--- src/rtl/pc_gen_pkg.sv ---
// Shared constants and types for the fetch-address generator (reset/enable/stall encodings,
// default reset vector and increment, next-pc source select).
package pc_gen_pkg;

    localparam logic RST_ENABLE   = 1'b1;
    localparam logic CHIP_ENABLE  = 1'b1;
    localparam logic CHIP_DISABLE = 1'b0;
    localparam logic STOP         = 1'b1;
    localparam logic NO_STOP      = 1'b0;

    localparam int unsigned DEFAULT_ADDR_W     = 32;
    localparam int unsigned DEFAULT_INST_BYTES = 4;
    localparam int unsigned DEFAULT_STALL_W    = 6;
    localparam logic [31:0] DEFAULT_RESET_VEC  = 32'h0000_0000;

    // Source of the next fetch address, resolved once per cycle by priority.
    typedef enum logic [2:0] {
        SEL_HOLD   = 3'd0,
        SEL_INC    = 3'd1,
        SEL_BRANCH = 3'd2,
        SEL_PEND   = 3'd3,
        SEL_FLUSH  = 3'd4,
        SEL_START  = 3'd5
    } pc_sel_e;

endpackage : pc_gen_pkg

--- src/rtl/pc_redirect_buf.sv ---
// Holds one redirect that arrived while fetch was stalled; targets are aligned on capture
// and a newer capture overwrites an older one.
module pc_redirect_buf
    import pc_gen_pkg::*;
#(
    parameter int unsigned ADDR_W     = DEFAULT_ADDR_W,
    parameter int unsigned INST_BYTES = DEFAULT_INST_BYTES
) (
    input  logic              clk,
    input  logic              rst,
    input  logic              capture_i,
    input  logic              clear_i,
    input  logic [ADDR_W-1:0] target_i,
    output logic              pending_o,
    output logic [ADDR_W-1:0] pend_addr_o
);

    localparam logic [ADDR_W-1:0] ALIGN_MASK = ~ADDR_W'(INST_BYTES - 1);

    logic              pending_d, pending_q;
    logic [ADDR_W-1:0] pend_addr_d, pend_addr_q;

    always_comb begin
        pending_d   = pending_q;
        pend_addr_d = pend_addr_q;
        if (capture_i) begin
            pending_d   = 1'b1;
            pend_addr_d = target_i & ALIGN_MASK;
        end else if (clear_i) begin
            pending_d   = 1'b0;
        end
    end

    always_ff @(posedge clk) begin
        if (rst == RST_ENABLE) begin
            pending_q   <= 1'b0;
            pend_addr_q <= '0;
        end else begin
            pending_q   <= pending_d;
            pend_addr_q <= pend_addr_d;
        end
    end

    assign pending_o   = pending_q;
    assign pend_addr_o = pend_addr_q;

endmodule : pc_redirect_buf

--- src/rtl/pc_gen.sv ---
// Fetch-address generator at the head of IF: drives pc/ce, advances per unstalled cycle,
// takes ID redirects and parks stalled ones. Optional exception flush via `PC_FLUSH_EN.
module pc_gen
    import pc_gen_pkg::*;
#(
    parameter int unsigned       ADDR_W     = DEFAULT_ADDR_W,
    parameter logic [ADDR_W-1:0] RESET_VEC  = ADDR_W'(DEFAULT_RESET_VEC),
    parameter int unsigned       INST_BYTES = DEFAULT_INST_BYTES,
    parameter int unsigned       STALL_W    = DEFAULT_STALL_W
) (
    input  logic               clk,
    input  logic               rst,
    input  logic [STALL_W-1:0] pause,
    input  logic               branch_flag_i,
    input  logic [ADDR_W-1:0]  branch_target_i,
`ifdef PC_FLUSH_EN
    input  logic               flush_i,
    input  logic [ADDR_W-1:0]  new_pc_i,
`endif
    output logic [ADDR_W-1:0]  pc,
    output logic               ce,
    output logic               redirect_pend_o
);

    localparam logic [ADDR_W-1:0] ALIGN_MASK = ~ADDR_W'(INST_BYTES - 1);
    localparam logic [ADDR_W-1:0] PC_STEP    = ADDR_W'(INST_BYTES);

    logic [ADDR_W-1:0] pc_d, pc_q;
    logic              ce_d, ce_q;
    logic              stall;
    logic              buf_capture, buf_clear;
    logic              pending;
    logic [ADDR_W-1:0] pend_addr;
    pc_sel_e           pc_sel;
    logic              unused_pause;

    // Only the IF stall bit matters here; the rest of the ctrl vector is for later stages.
    assign stall        = (pause[0] == STOP);
    assign unused_pause = ^pause;

    // Next-pc source, highest priority first.
    always_comb begin
        pc_sel      = SEL_HOLD;
        buf_capture = 1'b0;
        buf_clear   = 1'b0;
        if (ce_q == CHIP_DISABLE) begin
            pc_sel = SEL_START;
        end else
`ifdef PC_FLUSH_EN
        if (flush_i) begin
            pc_sel    = SEL_FLUSH;
            buf_clear = 1'b1;
        end else
`endif
        if (branch_flag_i && stall) begin
            pc_sel      = SEL_HOLD;
            buf_capture = 1'b1;
        end else if (branch_flag_i) begin
            pc_sel    = SEL_BRANCH;
            buf_clear = 1'b1;
        end else if (pending && !stall) begin
            pc_sel    = SEL_PEND;
            buf_clear = 1'b1;
        end else if (stall) begin
            pc_sel = SEL_HOLD;
        end else begin
            pc_sel = SEL_INC;
        end
    end

    always_comb begin
        pc_d = pc_q;
        ce_d = CHIP_ENABLE;
        unique case (pc_sel)
            SEL_START:  pc_d = RESET_VEC;
            SEL_INC:    pc_d = pc_q + PC_STEP;
            SEL_BRANCH: pc_d = branch_target_i & ALIGN_MASK;
            SEL_PEND:   pc_d = pend_addr;
`ifdef PC_FLUSH_EN
            SEL_FLUSH:  pc_d = new_pc_i & ALIGN_MASK;
`endif
            default:    pc_d = pc_q;
        endcase
    end

    always_ff @(posedge clk) begin
        if (rst == RST_ENABLE) begin
            ce_q <= CHIP_DISABLE;
            pc_q <= RESET_VEC;
        end else begin
            ce_q <= ce_d;
            pc_q <= pc_d;
        end
    end

    pc_redirect_buf #(
        .ADDR_W     (ADDR_W),
        .INST_BYTES (INST_BYTES)
    ) u_redirect_buf (
        .clk         (clk),
        .rst         (rst),
        .capture_i   (buf_capture),
        .clear_i     (buf_clear),
        .target_i    (branch_target_i),
        .pending_o   (pending),
        .pend_addr_o (pend_addr)
    );

    assign pc              = pc_q;
    assign ce              = ce_q;
    assign redirect_pend_o = pending;

endmodule : pc_gen

--- config.mk ---
export PLATFORM = sky130hd
export DESIGN_NAME = pc_gen
export DESIGN_NICKNAME = d
export VERILOG_FILES = /design/src/rtl/pc_gen_pkg.sv /design/src/rtl/pc_redirect_buf.sv /design/src/rtl/pc_gen.sv
export SDC_FILE = /design/constraint.sdc
export NUM_CORES = 1
export LEC_CHECK = 0
export BUFFER_PORTS_ARGS = -buffer_cell sky130_fd_sc_hd__buf_2
export CORE_ASPECT_RATIO = 0.75
export CORE_MARGIN = 10
export CORE_UTILIZATION = 50
export DETAILED_ROUTE_END_ITERATION = 7
export PLACE_DENSITY = 0.81
export REMOVE_ABC_BUFFERS = 1
export SYNTH_ARGS = -nofsm -noshare
export SYNTH_HDL_FRONTEND = slang
export SYNTH_HIERARCHICAL = 1
export SYNTH_SLANG_ARGS = --single-unit
--- constraint.sdc ---
create_clock -name clk -period 2.3 [get_ports clk]
set_input_delay 0.23 -clock clk [delete_from_list [all_inputs] [get_ports clk]]
set_output_delay 0.23 -clock clk [all_outputs]
set_load 0.02 [all_outputs]
==> flow_summary.json <==
{
  "status": "finished clean",
  "antenna_found_initial": 0,
  "core_area_sq_mm": 0.00638,
  "layoutNonFillerInstCount": 529,
  "skew_ps": 6.17,
  "ctsResizeCount": 0,
  "vias": 3076,
  "dp.cells": 514,
  "crit_path_end": "pc[27]",
  "numClockSinks": 64,
  "globalRouteOverflowTotal": 0,
  "diodes": 0,
  "clk_pin_slew_ps": 70,
  "remaining_drc_errors": 0,
  "die_h_um": 90.7,
  "drive_gt1_share_pct": 22.5,
  "drt-total-wl_mm": 8.99,
  "hold_violations": 0,
  "place_congestion": 0.855,
  "grt_max_degree": 51,
  "detailedPlace.worstSlack_ps": 374,
  "hp-class": "input port to register",
  "reg2regPathDepth": 5,
  "syn_inst": 382,
  "finalCritPeriodShare_pct": 85.8,
  "drv_slew": 0,
  "synth_edf_count": 0,
  "dr.pass1.iters": 6,
  "crit_arrival_ps": 2190,
  "avgSynthCellArea_sq_um": 8.73,
  "insertion_delay_ps": 350,
  "die_w_um": 114,
  "initial_core_util_pct": 52.3,
  "power_leakage_nw": 1.50,
  "ys.flop_type": "dfxtp_1",
  "setup.worst_path.end_class": "register",
  "ff2ff_setup_slack_ps": 330,
  "cp-start-kind": "register",
  "slew_headroom_pct": 63.5,
  "routed.top_layer": "met4",
  "worstSetupStartpoint": "pc[14]",
  "crit_type": "register to register",
  "synth_top_cell_by_area": "dfxtp_1",
  "fp.dieArea_sq_mm": 0.0104,
  "ys_seq_area_share_pct": 38.4,
  "areaGrowthSynthToFinish_pct": 15.5,
  "routedWlPerCell_um": 17.0,
  "fin_area_sq_mm": 0.00385,
  "tns_ps": 0,
  "dpl_cell_area_sq_mm": 0.00370,
  "clock.fmax_ghz": 0.507,
  "cts.htree.levels": 3,
  "cts_inserted_buffers": 9,
  "synth.top_cell.area_share_pct": 38.4,
  "worstMarginPinSlew_ps": 548,
  "drt-met1-wl_mm": 4.19,
  "yosysWarnings": 6,
  "io-pin-count": 75,
  "grt_usage_pct": 17.5,
  "layout.nets": 486,
  "finalSetupViolations": 0,
  "hpwl_mm": 6.62,
  "r2r_end": "pc[27]",
  "critPathMaxFanout": 9,
  "cts_buffer_depth": 2,
  "ir_drop_mv": 0.420,
  "cts_tree": "yes",
  "synth_seq_cells": 64,
  "rsz0062_at_grt": "false",
  "wl_met2_mm": 4.11,
  "portBuffers": 67,
  "row_count": 25,
  "yosysMostFrequentCell": "dfxtp_1",
  "period_minus_slack_ps": 1970,
  "rr_startpoint": "pc[14]",
  "holdPathStages": 2,
  "ys_top_cells_by_count": "dfxtp_1 (64), nor2_1 (38), nand2_1 (35)",
  "viasPerCell": 5.81,
  "post-cts-setup-buffers": 0,
  "cp.required_ps": 2520,
  "synthArstFlopShare_pct": 0,
  "postRouteAntennaNets": 0,
  "drt_iter0_drc": 240,
  "synth_cell_types": 45,
  "synthesis.area_sq_mm": 0.00333,
  "cap_violations": 0,
  "postCtsHoldBufs": 0,
  "met3_length_um": 598,
  "p_per_area_mw_per_mm2": 578,
  "cts_root_buffer": "clkbuf_8",
  "setup_ws_ps": 327,
  "ys_top_cells_by_area": "dfxtp_1 (38%), mux2i_1 (9.9%), a21oi_1 (4.8%)",
  "holdWs_ps": 112,
  "grt_pass1_vias": 3050,
  "grt_pass1_wl_mm": 15.1
}
==> final cells by class <==
type | instances | area (sq um)
inverters | 6 | 22.5
flip-flops and latches | 64 | 1280
fillers | 606 | 2530
clock buffers | 11 | 131
clock inverters | 4 | 22.5
multi-input cells | 283 | 1860
well taps | 81 | 101
repair buffers | 80 | 433
==> metrics by stage <==
step           util (%)  power (mW)
2_1_floorplan         -        1.32
4_1_cts            60.4        2.24
3_3_place_gp       57.9        1.44
5_1_grt            60.4        2.33
3_5_place_dp       57.9        1.45
6_report           60.4        2.23
==> critical path: stages (launching register included) <==
cell and delay, ps:
dfxtp_1 480, nand4_1 210, nor4_1 510, nand4_1 270
xnor2_1 270, o22ai_1 110
==> where the power goes <==
| part | internal [mW] | leakage, nW | switching [mW] |
|---|---|---|---|
| registers | 1.14 | 0.520 | 0.0330 |
| logic | 0.100 | 0.906 | 0.148 |
| clock network | 0.379 | 0.0789 | 0.425 |
| total | 1.62 | 1.50 | 0.606 |
==> sequential cells by signal (all words and copies together), names as in the netlist <==
signal                      flops
u_redirect_buf/pending_o        1
ce                              1
u_redirect_buf/pend_addr_o     30
pc                             32
==> worst min path at each step <==
stage | from | end | slack [ps]
finish | rst | ce | 110
CTS | rst | ce | 110
detailed placement | rst | ce | 480
global route | rst | ce | 130
global placement | pc[1] | pc[1] | 460
floorplan | rst | pc[0] | 300
==> logic make-up after synthesis <==
group	Yosys count	share of synthesized area [%]
other cells	1	0.112
compound gates	88	16.8
fa+ha+maj	1	0.375
simple gates	136	22.2
buf+inv	36	6.15
flops	64	38.4
mux	33	9.91
xor+xnor	23	6.04
==> per-layer routing <==
layer | track usage (%) | vias to the layer above
met2 | 26.5 | 86
met1 | 22.7 | 1472
met4 | 3.96 | 0
met3 | 6.91 | 9
met5 | 0 | -
li1 | - | 1509
==> cell usage in the layout (no fill, tap or decap), drive strengths merged, types with 3 or more instances in the layout <==
| cell type | count |
|---|---|
| nor3 | 3 |
| nor2 | 38 |
| nand4 | 8 |
| o21ai | 13 |
| nand2 | 35 |
| nor2b | 4 |
| a22o | 3 |
| clkinv | 3 |
| a21oi | 32 |
| nor4 | 5 |
| a22oi | 7 |
| mux2i | 33 |
| clkbuf | 11 |
| xnor2 | 15 |
| and4 | 4 |
| buf | 80 |
| dfxtp | 64 |
| inv | 6 |
| nand3 | 11 |
| and3 | 6 |
| xor2 | 8 |
| o22ai | 17 |
| a222oi | 11 |
| nand3b | 11 |
Note: power is estimated with default switching activity, not from simulation.
